==> src/rtl/mux8_arb_pkg.sv <==
// Shared constants and types for the 8-requester round-robin mux arbiter.
package mux8_arb_pkg;

  localparam int N_REQ = 8;
  localparam int SEL_W = 3;

  typedef logic [SEL_W-1:0] sel_t;

  typedef enum logic {
    IDLE  = 1'b0,
    GRANT = 1'b1
  } state_t;

  function automatic logic [N_REQ-1:0] onehot(input sel_t idx);
    logic [N_REQ-1:0] v;
    v      = '0;
    v[idx] = 1'b1;
    return v;
  endfunction

endpackage

==> src/rtl/rr_pick8.sv <==
// Circular priority picker: first set bit of mask searched from ptr upward,
// wrapping 7 -> 0.
module rr_pick8
  import mux8_arb_pkg::*;
(
  input  logic [N_REQ-1:0] mask,
  input  sel_t             ptr,
  output logic             valid,
  output sel_t             idx
);

  sel_t cand;

  always_comb begin
    // NOTE: every output gets a default before the loop so no path leaves
    // a value unassigned, which would otherwise infer a latch.
    valid = 1'b0;
    idx   = ptr;
    cand  = ptr;
    // Walk offsets from farthest to nearest; the nearest hit is written last.
    for (int i = N_REQ - 1; i >= 0; i--) begin
      cand = sel_t'(ptr + i[SEL_W-1:0]);
      if (mask[cand]) begin
        valid = 1'b1;
        idx   = cand;
      end
    end
  end

endmodule

==> src/rtl/mux8_rr_arbiter.sv <==
// Round-robin arbiter driving the select of a shared 8:1 mux, with an
// optional per-tenure hold limit after which priority rotates.
module mux8_rr_arbiter
  import mux8_arb_pkg::*;
#(
  parameter int MAX_HOLD = 16,
  parameter int HOLD_W   = 5
) (
  input  logic             clk,
  input  logic             rst_n,
  input  logic             en,
  input  logic [N_REQ-1:0] req,
  output logic [N_REQ-1:0] gnt,
  output logic [SEL_W-1:0] sel,
  output logic             busy,
  output logic             expired
);

  localparam bit              HOLD_EN  = (MAX_HOLD != 0);
  localparam logic [HOLD_W-1:0] HOLD_LIM = HOLD_W'(MAX_HOLD);

  state_t            state;
  sel_t              ptr;
  logic [HOLD_W-1:0] count;

  logic [N_REQ-1:0]  pick_mask;
  sel_t              pick_ptr;
  sel_t              next_ptr;
  logic              pick_valid;
  sel_t              pick_idx;

  // During a tenure the owner is masked out and the search starts just past
  // it; on release the owner's req bit is already low so the mask is the same.
  assign next_ptr  = sel_t'(sel + 1'b1);
  assign pick_mask = (state == GRANT) ? (req & ~gnt) : req;
  assign pick_ptr  = (state == GRANT) ? next_ptr : ptr;

  rr_pick8 u_pick (
    .mask  (pick_mask),
    .ptr   (pick_ptr),
    .valid (pick_valid),
    .idx   (pick_idx)
  );

  // NOTE: sequential state uses non-blocking assignments so every register
  // samples the pre-edge values, independent of statement order.
  always_ff @(posedge clk or negedge rst_n) begin
    if (!rst_n) begin
      state   <= IDLE;
      gnt     <= '0;
      sel     <= '0;
      busy    <= 1'b0;
      expired <= 1'b0;
      ptr     <= '0;
      count   <= '0;
    end else begin
      expired <= 1'b0;
      unique case (state)
        IDLE: begin
          if (en && pick_valid) begin
            state <= GRANT;
            gnt   <= onehot(pick_idx);
            sel   <= pick_idx;
            busy  <= 1'b1;
            count <= HOLD_W'(1);
          end
        end
        GRANT: begin
          if (!req[sel]) begin
            ptr <= next_ptr;
            if (en && pick_valid) begin
              gnt   <= onehot(pick_idx);
              sel   <= pick_idx;
              count <= HOLD_W'(1);
            end else begin
              state <= IDLE;
              gnt   <= '0;
              busy  <= 1'b0;
              count <= '0;
            end
          end else if (HOLD_EN && (count == HOLD_LIM)) begin
            // Without a different eligible requester the owner is re-granted
            // in place, only its hold count restarts.
            expired <= 1'b1;
            ptr     <= next_ptr;
            count   <= HOLD_W'(1);
            if (en && pick_valid) begin
              gnt <= onehot(pick_idx);
              sel <= pick_idx;
            end
          end else if (count != {HOLD_W{1'b1}}) begin
            count <= count + 1'b1;
          end
        end
        default: state <= IDLE;
      endcase
    end
  end

endmodule

==> config.mk <==
export PLATFORM = sky130hd
export DESIGN_NAME = mux8_rr_arbiter
export DESIGN_NICKNAME = d
export VERILOG_FILES = /design/src/rtl/mux8_arb_pkg.sv /design/src/rtl/rr_pick8.sv /design/src/rtl/mux8_rr_arbiter.sv
export SDC_FILE = /design/constraint.sdc
export NUM_CORES = 1
export LEC_CHECK = 0
export BUFFER_PORTS_ARGS = -buffer_cell sky130_fd_sc_hd__buf_2
export CAP_MARGIN = 20
export CORE_MARGIN = 2
export CORE_UTILIZATION = 30
export CTS_CLUSTER_DIAMETER = 120
export DETAILED_ROUTE_END_ITERATION = 16
export MAX_ROUTING_LAYER = met4
export PLACE_DENSITY_LB_ADDON = 0.25
export RECOVER_POWER = 100
export SLEW_MARGIN = 20
export SYNTH_ARGS = -nofsm -noshare
export SYNTH_HDL_FRONTEND = slang
export SYNTH_SLANG_ARGS = --single-unit
==> constraint.sdc <==
create_clock -name clk -period 5.1 [get_ports clk]
set_input_delay 1.02 -clock clk [delete_from_list [all_inputs] [get_ports clk]]
set_output_delay 1.02 -clock clk [all_outputs]
set_load 0.02 [all_outputs]
==> Yosys cells after proc, flatten, opt, wreduce, memory -nomap -nowiden <==
Cells that the tools add are included.
{ "classes": {"n_addsub": 9, "n_reduce_logical": 5, "muxes": 65, "n_lt_le_gt_ge": 11, "n_eq_ne": 8, "bitwise": 3} }
{ "ops": {"columns": ["op", "count"], "rows": [
  ["$mux 3", 14],
  ["$lt 3x4->1 const B", 10],
  ["$mux 8", 5],
  ["$bmux 1 s3", 9],
  ["$mux 1", 27],
  ["$mux 5", 4],
  ["$pmux 8 s2", 1],
  ["$add 3x3->3 const B", 4],
  ["$pmux 5 s2", 1],
  ["$and 8x8->8", 1],
  ["$not 8->8", 1],
  ["$add 3x1->3 const B", 2],
  ["$add 3x2->3 const B", 2],
  ["$ne 2x2->1 const B", 3],
  ["$pmux 3 s2", 1],
  ["$add 5x1->5 const B", 1],
  ["$eq 5x5->1 const B", 1],
  ["$ne 5x5->1 const B", 1],
  ["$ne 4x2->1 const B", 1],
  ["$pmux 1 s2", 2],
  ["$reduce_and 2->1", 2],
  ["$demux 1 s3", 1],
  ["$ge 3x1->1 const B", 1],
  ["$ne 3x2->1 const B", 1],
  ["other kinds (4)", 5]
]} }
{ "word_totals": {"in_bits": 11, "wordCells": 108, "reg_bits": 22} }

==> Longest topological paths before layout <==
{ "depth": {"depth_word": 21, "ltp_mapped": 14, "ltp_nobuf": 11} }

==> Hierarchy <==
A second synthesis with hierarchy kept.
{ "hier_totals": {"hier_cells": 202, "area_unflattened_um2": 2088.3} }
{ "by_module_without_submodules": {"columns": ["module", "cells_per_inst", "area_each_um2", "instances"], "rows": [
  ["mux8_rr_arbiter", 110, 1297.5, 1],
  ["rr_pick8", 92, 790.8, 1]
]} }

==> Worst setup path after synthesis <==
Ideal clock, no wire load.
{ "synth_timing": {"path_type": "reg2reg", "startpoint": "register sel[0]", "endpoint": "register gnt[1]", "setup_time_ns": 0.095, "arrival_time_ns": 3.524, "path_slack_ns": 1.481, "path_stages_with_launch": 13, "n_path_buf": 1, "synth_period_minus_slack_ns": 3.619, "t_required_ns": 5.005, "path_cell_list": "dfrtp_1 > ha_1 > mux2i_4 > inv_2 > buf_2 > ha_1 > mux4_2 > mux2i_1 > and4_1 > a31oi_4 > a22oi_1 > nand2_1 > o31ai_1"} }
{ "synth_via": {"elab_chain_cells": 21, "word_cells_on_any_way": 55, "cone_classes": "add/sub (8); order compare (2); eq/ne (1); mux (42); reduce/logical (2)"} }
{ "synth_lines": {"columns": ["element", "line", "text"], "rows": [
  ["start: declaration", "mux8_rr_arbiter.sv:14", "output logic [SEL_W-1:0] sel,"],
  ["start signal: assignment", "mux8_rr_arbiter.sv:63", "sel <= pick_idx;"],
  ["start signal: assignment", "mux8_rr_arbiter.sv:73", "sel <= pick_idx;"],
  ["start signal: assignment", "mux8_rr_arbiter.sv:89", "sel <= pick_idx;"],
  ["$add 3x1->3 (*)", "mux8_rr_arbiter.sv:34", "assign next_ptr = sel_t'(sel + 1'b1);"],
  ["via next_ptr[1]", "mux8_rr_arbiter.sv:28", "sel_t next_ptr;"],
  ["$mux 3 (*)", "mux8_rr_arbiter.sv:36", "assign pick_ptr = (state == GRANT) ? next_ptr : ptr;"],
  ["$add 3x3->3", "rr_pick8.sv:22", "cand = sel_t'(ptr + i[SEL_W-1:0]);"],
  ["$bmux 1 s3", "rr_pick8.sv:23", "if (mask[cand]) begin"],
  ["$mux 1 (not written as such)", "rr_pick8.sv:23", null],
  ["$mux 3 (8 in series)", "rr_pick8.sv:23", null],
  ["$lt 3x4->1 (not written as such) or $ge 3x1->1 (tied branches)", "mux8_arb_pkg.sv:17", "v[idx] = 1'b1;"],
  ["$logic_and 1x1->1 (not written as such)", "mux8_arb_pkg.sv:17", null],
  ["$mux 1 (not written as such)", "mux8_arb_pkg.sv:17", null],
  ["$demux 1 s3", "mux8_arb_pkg.sv:17", null],
  ["$mux 8", "mux8_rr_arbiter.sv:60, mux8_rr_arbiter.sv:87", null],
  ["$mux 8", "mux8_rr_arbiter.sv:81", "end else if (HOLD_EN && (count == HOLD_LIM)) begin"],
  ["$mux 8", "mux8_rr_arbiter.sv:69", "if (!req[sel]) begin"],
  ["$pmux 8 s2 (*)", "mux8_rr_arbiter.sv:58", "unique case (state)"],
  ["end signal: assignment", "mux8_rr_arbiter.sv:62", "gnt <= onehot(pick_idx);"],
  ["end signal: assignment", "mux8_rr_arbiter.sv:72", "gnt <= onehot(pick_idx);"],
  ["end signal: assignment", "mux8_rr_arbiter.sv:88", "gnt <= onehot(pick_idx);"],
  ["end: declaration", "mux8_rr_arbiter.sv:13", "output logic [N_REQ-1:0] gnt,"]
]} }
The timed path passes the listed nets; every way through them passes the cells marked *. The select of a mux whose other input is x is not followed.
A chain may end at the register's enable or synchronous reset.

==> Final worst setup path <==
{ "layout_timing": {"startpoint": "register state", "endpoint": "register gnt[5]"} }
{ "layout_via": {"elab_chain_cells": 20, "word_cells_on_any_way": 54, "cone_classes": "add/sub (7); order compare (2); eq/ne (1); mux (41); bitwise (1); reduce/logical (2)"} }
{ "layout_lines": {"columns": ["element", "line", "text"], "rows": [
  ["start: declaration", "mux8_rr_arbiter.sv:22", "state_t state;"],
  ["start signal: assignment", "mux8_rr_arbiter.sv:49", "state <= IDLE;"],
  ["start signal: assignment", "mux8_rr_arbiter.sv:61", "state <= GRANT;"],
  ["start signal: assignment", "mux8_rr_arbiter.sv:76", "state <= IDLE;"],
  ["$mux 3", "mux8_rr_arbiter.sv:36", null],
  ["$add 3x3->3", "rr_pick8.sv:22", null],
  ["$bmux 1 s3", "rr_pick8.sv:23", null],
  ["$mux 1 (not written as such)", "rr_pick8.sv:23", null],
  ["$mux 3 (8 in series)", "rr_pick8.sv:23", null],
  ["$lt 3x4->1 (not written as such) or $ge 3x1->1 (tied branches)", "mux8_arb_pkg.sv:17", null],
  ["$logic_and 1x1->1 (not written as such)", "mux8_arb_pkg.sv:17", null],
  ["$mux 1 (not written as such)", "mux8_arb_pkg.sv:17", null],
  ["$demux 1 s3", "mux8_arb_pkg.sv:17", null],
  ["$mux 8", "mux8_rr_arbiter.sv:60, mux8_rr_arbiter.sv:87", null],
  ["$mux 8", "mux8_rr_arbiter.sv:81", null],
  ["$mux 8", "mux8_rr_arbiter.sv:69", null],
  ["$pmux 8 s2", "mux8_rr_arbiter.sv:58", null]
]} }
Several ways; a longest one is shown, not always the timed one. The select of a mux whose other input is x is not followed.

==> metrics.log <==
INFO  metric critical_path.n_buffers_inverters = 2
INFO  metric critical_path.max_stage_delay = 0.63 ns
INFO  metric place.port_buffers = 23
INFO  metric num-nets-final = 261
INFO  metric timing.critical_path.slowest_stage_cell = sky130_fd_sc_hd__or2_0
INFO  metric cts_htree_levels = 1
INFO  metric yosys_warnings = 0
INFO  metric globalRoute.totalOverflow = 0
INFO  metric transition_at_the_pin_with_the_smallest_max_transition_slack = 1.16 ns
INFO  metric grt_pass1_vias = 1789
INFO  metric cts_root_buffer = sky130_fd_sc_hd__clkbuf_8
INFO  metric rsz_0062_raised_after_global_routing = no
INFO  metric clk_pin_slew_worst_paths = 0.08 ns
INFO  metric clock_sink_count = 22
INFO  metric cts.hold.buffers_added = 0
INFO  metric floorplan.die_area = 0.00740 sq mm
INFO  metric clkLatencyLatePin = 0.26 ns
INFO  metric row_count = 29
INFO  metric hold_start = count[3]$_DFFE_PN0P_
INFO  metric number_of_flops_mapped_to_enable_cells_by_yosys = 0
INFO  metric grt_use_total = 16.1%
INFO  metric place_hpwl = 4.24 mm
INFO  metric final_hold_viol_count = 0
INFO  metric data_arrival_at_the_endpoint_of_the_critical_path = 4.59 ns
INFO  metric maxSlewViolCount = 0
INFO  metric critical_path_class = register to register
INFO  metric syn_area_per_cell = 9.01 sq um
INFO  metric vias_per_cell = 5.63
INFO  metric kind_of_start_point_of_the_critical_path = register
INFO  metric layout-drive-gt1-share = 15.6%
INFO  metric synth_flop_cell = sky130_fd_sc_hd__dfrtp_1
INFO  metric post_cts.resized_instances = 0
INFO  metric insertedDiodeCount = 0
INFO  metric crit_start = state$_DFF_PN0_
INFO  metric worst-path-max-fanout = 15
INFO  metric drt_iter0_markers = 104
INFO  metric count_of_endpoints_failing_setup_in_the_final_report = 0
INFO  metric num_io_pins = 24
INFO  metric grt_pass1_wl = 9.29 mm
INFO  metric final_period_minus_worst_setup_slack = 4.42 ns
INFO  metric ys_seq_area_share = 27.3%
INFO  metric dieWidth = 86.0 um
INFO  metric hold_path_class = register to register
INFO  metric cp_data_required_time = 5.27 ns
INFO  metric worst_slew_margin_relative_to_its_limit = 22.6%
INFO  metric cts_tree = yes
INFO  metric drt_wl_total = 5.41 mm
INFO  metric crit_path_end_kind = register
INFO  metric grt_max_degree = 23
INFO  metric cts_post_setup_buffers_inserted = 0
INFO  metric synth.lib_cells_used.distinct = 51
INFO  metric synth-seq-cells = 22
INFO  metric final_antenna_net_count = 0
INFO  metric portion_of_the_clock_cycle_consumed_by_the_worst_path_in_the_final_layout = 86.6%
INFO  metric drtPass1Iterations = 5
INFO  metric wire_per_inst = 16.9 um
INFO  metric outcome = finished clean
INFO  metric cap_viol_max_count = 0
INFO  metric cp_top_family = simple AND/OR/NAND/NOR gates
INFO  metric grt_antenna_before_repair = 0
INFO  metric synth_area = 0.00202 sq mm
INFO  metric tritoncts_buffer_count = 3
INFO  metric totalNegativeSetupSlack = 0 ns
INFO  metric area_delta_synth_final = 10.3%
INFO  metric ys_async_sr_fraction = 100%
INFO  metric remaining_drcs = 0
INFO  metric layout_skew = 0.00164 ns
INFO  metric core_area = 0.00642 sq mm
INFO  metric finalWeightedCongestion = 0.872
INFO  metric maxClockFrequency = 226 MHz
INFO  metric clock_path_buffers = 2
INFO  metric postSynthNetCount = 240
INFO  metric r2r-start = state$_DFF_PN0_
INFO  metric fillerInstances = 641
INFO  metric start_util = 31.4%
INFO  metric crit_path_cell_trace = buf_4 > and2_0 > or2_0 > inv_12 > ha_1 > mux4_2 > mux2i_1 > and4_1 > a31oi_4 > a22oi_1 > nand2_1 > o31ai_1
INFO  metric postSynthCellCount = 224
INFO  metric die_h = 86.0 um
INFO  metric vias = 1807
==> final timing paths <==
check,end,slack (ns),cells after the start
max in group asynchronous,ptr[0]$_DFFE_PN0P_,3.45,1
worst max-delay path,gnt[5]$_DFFE_PN0P_,0.68,12
worst min-delay path,count[3]$_DFFE_PN0P_,0.51,1
min in group asynchronous,sel[1]$_DFFE_PN0P_,0.96,1
worst max register to register,gnt[5]$_DFFE_PN0P_,0.68,12
worst min register to register,count[3]$_DFFE_PN0P_,0.51,1
==> metrics by stage <==
| step | setup WS (ns) | cell area (sq um) | hold slack, ns | utilization (%) | instances |
|---|---|---|---|---|---|
| after floorplan | 1.48 | 2020 | 0.451 | - | 224 |
| after global placement | 1.12 | 2190 | 0.486 | 34.1 | 317 |
| after detailed placement | 0.995 | 2190 | 0.487 | 34.1 | 317 |
| after CTS | 0.991 | 2250 | 0.503 | 35.0 | 321 |
| after global routing | 0.363 | 2230 | 0.538 | 34.7 | 321 |
| final | 0.681 | 2230 | 0.506 | 34.7 | 321 |
==> synth_stat cells (3+ instances only) <==
| master | instances | area (sq um) |
|---|---|---|
| sky130_fd_sc_hd__nor3_1 | 3 | 15.0 |
| sky130_fd_sc_hd__ha_1 | 5 | 62.6 |
| sky130_fd_sc_hd__nor2b_1 | 5 | 31.3 |
| sky130_fd_sc_hd__inv_1 | 8 | 30.0 |
| sky130_fd_sc_hd__mux4_2 | 5 | 113 |
| sky130_fd_sc_hd__nand2_1 | 17 | 63.8 |
| sky130_fd_sc_hd__nand3_1 | 4 | 20.0 |
| sky130_fd_sc_hd__and3_1 | 3 | 18.8 |
| sky130_fd_sc_hd__xnor2_1 | 6 | 52.6 |
| sky130_fd_sc_hd__nor2_1 | 24 | 90.1 |
| sky130_fd_sc_hd__o31ai_1 | 5 | 37.5 |
| sky130_fd_sc_hd__buf_2 | 4 | 20.0 |
| sky130_fd_sc_hd__nand4_1 | 5 | 31.3 |
| sky130_fd_sc_hd__o21ai_0 | 19 | 95.1 |
| sky130_fd_sc_hd__a21boi_0 | 9 | 67.6 |
| sky130_fd_sc_hd__mux2i_1 | 16 | 160 |
| sky130_fd_sc_hd__mux2_2 | 10 | 113 |
| sky130_fd_sc_hd__a21oi_1 | 8 | 40.0 |
| sky130_fd_sc_hd__a211oi_1 | 3 | 22.5 |
| sky130_fd_sc_hd__a32o_1 | 5 | 50.1 |
| sky130_fd_sc_hd__clkbuf_1 | 3 | 11.3 |
| sky130_fd_sc_hd__dfrtp_1 | 22 | 551 |
==> cells in the final DEF, fill, tap and decap left out, types with 2 or more instances in the layout <==
cell                        n
sky130_fd_sc_hd__o21ai_0   19
sky130_fd_sc_hd__o31ai_1    5
sky130_fd_sc_hd__clkbuf_8   4
sky130_fd_sc_hd__nand2_1   17
sky130_fd_sc_hd__a21boi_0   9
sky130_fd_sc_hd__buf_2      9
sky130_fd_sc_hd__mux2_2    10
sky130_fd_sc_hd__xnor2_1    6
sky130_fd_sc_hd__ha_1       5
sky130_fd_sc_hd__nor2_1    24
sky130_fd_sc_hd__a31oi_1    2
sky130_fd_sc_hd__dfrtp_1   22
sky130_fd_sc_hd__nor3_1     3
sky130_fd_sc_hd__and2_1     2
sky130_fd_sc_hd__a21bo_2    2
sky130_fd_sc_hd__mux4_2     5
sky130_fd_sc_hd__buf_4      2
sky130_fd_sc_hd__a21oi_1    8
sky130_fd_sc_hd__inv_1      8
sky130_fd_sc_hd__nand3_1    4
sky130_fd_sc_hd__o211ai_1   2
sky130_fd_sc_hd__clkbuf_1  14
sky130_fd_sc_hd__a211oi_1   3
sky130_fd_sc_hd__nor2b_1    5
sky130_fd_sc_hd__nand4_1    5
sky130_fd_sc_hd__mux2i_1   16
sky130_fd_sc_hd__and3_1     3
sky130_fd_sc_hd__a32o_1     5
==> layout make-up <==
cell class	instances	area, sq um	area share (%)
flip-flops and latches	22	551	24.7
well taps	77	96.3	4.33
repair buffers	25	113	5.06
multi-input cells	183	1360	61.2
clock buffers	4	55.1	2.47
inverters	10	50.0	2.25
==> flip-flops by register name (all words and copies together) (netlist names) <==
signal,cells
ptr,3
expired,1
state,1
gnt,8
sel,3
count,5
busy,1
==> logic make-up after synthesis <==
| group | count (synthesis) | synth area share, % |
|---|---|---|
| AND/OR/NAND/NOR | 70 | 16.7 |
| multiplexers | 33 | 20.9 |
| adder cells (fa/ha/maj) | 5 | 3.10 |
| flip-flops | 22 | 27.3 |
| XOR/XNOR | 6 | 2.60 |
| AO/OA/AOI/OAI | 69 | 24.2 |
| buffers and inverters | 19 | 5.15 |
==> per-layer routing <==
layer  part of all wire (%)  routed length (um)  GRT usage, %  up-vias
met4                    1.4                  74          3.75        0
li1                       -                   -             -      877
met5                      0                   0             -        -
met3                    4.2                 227          1.83        4
met2                     46                2520          24.7       56
met1                     48                2590          22.6      870
Power is left out: the tool's default activity adds up to more than one toggle a clock period on the data nets, which glitch-free logic cannot reach.
